==> src/rtl/mix_sequencer.sv <==
// mix_sequencer: per-sample note mixer. On sample_tick it snapshots
// note & ch_mask, scans one channel per clock into an accumulator,
// saturates to MAX_VAL and offers the result on a valid/ready port.
// Ports: clk, rst (sync, active-high), sample_tick, note, ch_mask in;
// sample, sample_valid out; sample_ready in; busy, overrun out.
// Build option MIX_OVR_CNT_EN adds ovr_count[7:0] (saturating count
// of overrun pulses).
module mix_sequencer #(
    parameter int NUM_CH  = 13,
    parameter int OUT_W   = 8,
    parameter int AMP     = 16,
    parameter int MAX_VAL = 255
) (
    input  logic              clk,
    input  logic              rst,
    input  logic              sample_tick,
    input  logic [NUM_CH-1:0] note,
    input  logic [NUM_CH-1:0] ch_mask,
    output logic [OUT_W-1:0]  sample,
    output logic              sample_valid,
    input  logic              sample_ready,
    output logic              busy,
    output logic              overrun
`ifdef MIX_OVR_CNT_EN
    ,
    output logic [7:0]        ovr_count
`endif
);

    localparam int ACC_W = $clog2(NUM_CH * AMP + 1);
    localparam int IDX_W = (NUM_CH > 1) ? $clog2(NUM_CH) : 1;
    localparam int EXT_W = (ACC_W > OUT_W) ? ACC_W : OUT_W;

    localparam logic [ACC_W-1:0] AMP_A = ACC_W'(AMP);
    localparam logic [EXT_W-1:0] MAX_E = EXT_W'(MAX_VAL);
    localparam logic [IDX_W-1:0] LAST  = IDX_W'(NUM_CH - 1);

    typedef enum logic [1:0] {
        IDLE,
        SCAN,
        SAT,
        HOLD
    } state_t;

    state_t            state, state_d;
    logic [NUM_CH-1:0] note_q, note_d;
    logic [ACC_W-1:0]  acc, acc_d;
    logic [IDX_W-1:0]  idx, idx_d;
    logic [OUT_W-1:0]  sample_d;
    logic              valid_d;
    logic              drop;
    logic [EXT_W-1:0]  acc_ext;

    // Widened copy so the ceiling compare and output slice stay
    // in range whatever ACC_W ends up being relative to OUT_W.
    assign acc_ext = EXT_W'(acc);
    assign busy    = (state != IDLE);

    always_comb begin
        state_d  = state;
        note_d   = note_q;
        acc_d    = acc;
        idx_d    = idx;
        sample_d = sample;
        valid_d  = sample_valid;
        drop     = 1'b0;
        unique case (state)
            IDLE: begin
                if (sample_tick) begin
                    note_d  = note & ch_mask;
                    acc_d   = '0;
                    idx_d   = '0;
                    state_d = SCAN;
                end
            end
            SCAN: begin
                acc_d = acc + (note_q[idx] ? AMP_A : '0);
                idx_d = idx + IDX_W'(1);
                if (idx == LAST) state_d = SAT;
                drop = sample_tick;
            end
            SAT: begin
                sample_d = (acc_ext > MAX_E) ? MAX_E[OUT_W-1:0]
                                             : acc_ext[OUT_W-1:0];
                valid_d  = 1'b1;
                state_d  = HOLD;
                drop     = sample_tick;
            end
            HOLD: begin
                if (sample_valid && sample_ready) begin
                    valid_d = 1'b0;
                    // A tick coinciding with acceptance starts the
                    // next mix immediately instead of being dropped.
                    if (sample_tick) begin
                        note_d  = note & ch_mask;
                        acc_d   = '0;
                        idx_d   = '0;
                        state_d = SCAN;
                    end else begin
                        state_d = IDLE;
                    end
                end else begin
                    drop = sample_tick;
                end
            end
            default: state_d = IDLE;
        endcase
    end

    always_ff @(posedge clk) begin
        if (rst) begin
            state        <= IDLE;
            note_q       <= '0;
            acc          <= '0;
            idx          <= '0;
            sample       <= '0;
            sample_valid <= 1'b0;
            overrun      <= 1'b0;
        end else begin
            state        <= state_d;
            note_q       <= note_d;
            acc          <= acc_d;
            idx          <= idx_d;
            sample       <= sample_d;
            sample_valid <= valid_d;
            overrun      <= drop;
        end
    end

`ifdef MIX_OVR_CNT_EN
    // Bumped on the same edge that raises overrun, so the count
    // already includes a pulse while it is visible.
    always_ff @(posedge clk) begin
        if (rst) begin
            ovr_count <= '0;
        end else if (drop && ovr_count != 8'hFF) begin
            ovr_count <= ovr_count + 8'd1;
        end
    end
`endif

endmodule
==> config.mk <==
export PLATFORM = sky130hd
export DESIGN_NAME = mix_sequencer
export DESIGN_NICKNAME = d
export VERILOG_FILES = /design/src/rtl/mix_sequencer.sv
export SDC_FILE = /design/constraint.sdc
export NUM_CORES = 1
export LEC_CHECK = 0
export CELL_PAD_IN_SITES_DETAIL_PLACEMENT = 0
export CELL_PAD_IN_SITES_GLOBAL_PLACEMENT = 1
export CORE_AREA = 5 5 69 71
export CTS_CLUSTER_SIZE = 40
export DETAILED_ROUTE_END_ITERATION = 16
export DIE_AREA = 0 0 74 76
export GPL_TIMING_DRIVEN = 0
export PLACE_DENSITY = 0.82
export RECOVER_POWER = 100
export SLEW_MARGIN = 0
export SYNTH_ARGS = -nofsm -noshare
export SYNTH_HDL_FRONTEND = slang
export SYNTH_SLANG_ARGS = --single-unit
==> constraint.sdc <==
create_clock -name clk -period 3 [get_ports clk]
set_input_delay 0.6 -clock clk [delete_from_list [all_inputs] [get_ports clk]]
set_output_delay 0.6 -clock clk [all_outputs]
set_load 0.01 [all_outputs]
==> metrics <==
total placed instance area 0.001856 sq mm; kind of launch point of the worst setup path input pin; layout overhead on the synthesized area 33.71%; proportion of synthesized flip-flops having asynchronous set or reset 0%; mean post-synth cell area 8.987 sq um; pin slew with the least headroom to its limit 0.8647 ns; via count of the first global-routing pass 1,159; register clock-pin slew on the reported worst setup and hold paths roughly 0.060 ns; required time of the worst setup path 3.19 ns; logic depth of the worst path, buffers included 5; clk sinks 29; routability congestion estimate from global placement 0.7041; Hold Path Class flop to flop; starting density of the core 34.23%; worst endpoint data arrival time 2.60 ns; Final min period between 2 and 2.5 ns; Slew Limit Fails 0; type of the worst setup path input pin to flop; maximum fanout along the worst path 8; maximum clock insertion buffer count 2; GR Overflow Total 0; Total Die Area approximately 0.0056 sq mm; fraction of the cycle the final worst path needs 80.11%; commonest register cell after synthesis dfxtp_1; count of buffer and inverter cells on the critical path 1; worst-case clock skew 0.005769 ns; number of hold buffers added after CTS 0; biggest cell delay along the critical path 0.76 ns; via-per-instance ratio 4.746; RSZ-0062 raised after global routing false; Root Driver clkbuf_8; number of max-cap violations 0; launching instance or port of the critical path sample_ready; Max rail drop VDD 0.2697 mV; iteration count of the initial detailed-routing pass 4; CP max-delay cell nor3b_1; Final Setup Violations 0; area of the mapped netlist 0.001429 sq mm; EDFF count, synth 0; half-perimeter wire length after placement 2.277 mm; TritonCTS clock tree yes; post-route design area 0.001911 sq mm; Crit Reg-Reg Endpoint idx[3]; launching point of the worst reg2reg path state[0]; n_diodes 0; fmax ~0.42 GHz; top library cells by usage in the layout, fill and taps aside dfxtp_1 (29), clkdlybuf4s50_1 (27), nand2_1 (18); sum of negative setup slack 0 ns; multi-input combinational cell area roughly 740 sq um; horizontal die dimension 74 um; number of nets in the finished design 243; synthesized flop and latch total 29; combined global-route utilization of all metal layers between 10% and 20%; number of distinct standard cells referenced by the synthesized netlist 32; number of H-tree levels 2; outcome completed; maximum number of pins on one net before global-route repair 11; worst setup path endpoint idx[3]; Power Density 674.8 mW/mm^2; share of synthesized area occupied by flip-flops and latches just over 40%; number of antenna-violating nets in the routed design 0; sequence of cells on the critical path dlygate4sd3_1 > a21boi_0 > nor3b_1 > a41oi_1 > a311oi_1; register-to-register path setup slack 0.77 ns; endpoint type of the worst setup path flop; number of gates resized after cts 0; number of cells produced by synthesis 159; Inserted Clock Buffers 5; cells on worst reg2reg path 6; most common cell after layout, fill and taps aside dfxtp_1; initial antenna violation count 0; vias post-DR 1,215; worst max-slew margin expressed relative to the limit a little over two fifths; die boundary height between 70 and 80 um; Pleak 0.7386 nW; wire length of the first global-routing pass 5.430 mm; register cell area after layout 580.6 sq um; number of remaining DRC errors 0; number of filler cells placed in the layout 429; input/output buffers 35; wire length per cell 12.15 um; number of primary I/O pins 41; violation count after the first detailed-route iteration 34; number of post-CTS setup repair buffers 0; gate family responsible for the most delay along the worst path simple AND/OR/NAND/NOR gates; tightest hold margin 0.4519 ns; worst skew pair latency roughly 0.28 ns; count of yosys warnings during synthesis 0; Floorplan Core Area between 0.004 and 0.005 sq mm; share of layout cells above drive strength 1 roughly 7.8%; number of hold violations in the final report 0; wirelength, routed 3.110 mm; number of standard-cell rows in the floorplan 24
## per-stage QoR
stage,utilization (%),cells,power [mW],setup slack (ns)
floorplan,-,162,0.8595,0.9665
global placement,44.45,249,1.023,0.8137
detailed placement,44.45,249,1.026,0.7796
CTS,46.52,256,1.356,0.7782
global route,45.77,256,1.408,0.3868
finish,45.77,256,1.289,0.5967
## report_power, final
group          internal [mW]  switching (mW)
sequential             0.435          0.0376
clock                  0.181           0.139
combinational          0.215           0.281
## cell families (layout without fill, tap and decap cells)
group                      after synthesis  in the layout  synth area share, %
and+or+nand+nor                         56             56                18.56
adders and majority gates                9              9                7.881
DFF                                     29             29                40.63
AOI/OAI and AO/OA                       35             35                16.81
other                                    1              4               0.2624
buffers and inverters                   18             60                6.392
muxes                                   11             11                9.457
## how the worst min path moves through the flow
| stage | from | to | slack (ns) | cells after the start |
|---|---|---|---|---|
| floorplan | note_q[4] | note_q[4] | 0.43 | 2 |
| global placement | note_q[3] | note_q[3] | 0.44 | 2 |
| detailed placement | note_q[6] | note_q[6] | 0.44 | 2 |
| CTS | note_q[6] | note_q[6] | 0.45 | 2 |
| global route | note_q[12] | note_q[12] | 0.46 | 2 |
| finish | note_q[6] | note_q[6] | 0.45 | 2 |
## worst register-to-register path, cell delays in order, from the launching register on
cell,delay [ns]
dfxtp_1,0.36
inv_1,0.11
ha_1,0.20
clkbuf_1,0.23
nor3b_1,0.78
a41oi_1,0.21
a311oi_1,0.26
## flip-flops by register name, indices dropped and copies added, names as in the netlist
name / count
sample: 4
sample_valid: 1
note_q: 13
state: 2
overrun: 1
acc: 4
idx: 4
## synthesized netlist by cell type, types with 4 or more instances
master,instances,area [sq um]
buf_4,5,37.54
nand3_1,16,80.08
buf_2,4,20.02
inv_1,5,18.77
ha_1,9,112.6
a21oi_1,16,80.08
dfxtp_1,29,580.6
nor2_1,12,45.04
mux2i_1,9,90.09
a311oi_1,4,35.03
nand2_1,18,67.56
## layer usage
layer	global-route usage, %	up-vias	part of all wire (%)
li1	-	645	-
met1	15.41	537	45
met2	18.35	25	46
met3	3.826	8	6.2
met4	7.065	0	2.7
met5	0	-	0
## area by class of cell
| class | count | share of cell area (%) |
|---|---|---|
| clock buffer | 7 | 4.519 |
| buffer | 12 | 3.471 |
| tap | 52 | 3.405 |
| inverter | 6 | 1.179 |
| multi-input combinational | 115 | 38.70 |
| timing repair buffer | 35 | 18.34 |
| sequential | 29 | 30.39 |
No activity file was read; power rests on OpenSTA's default activity.
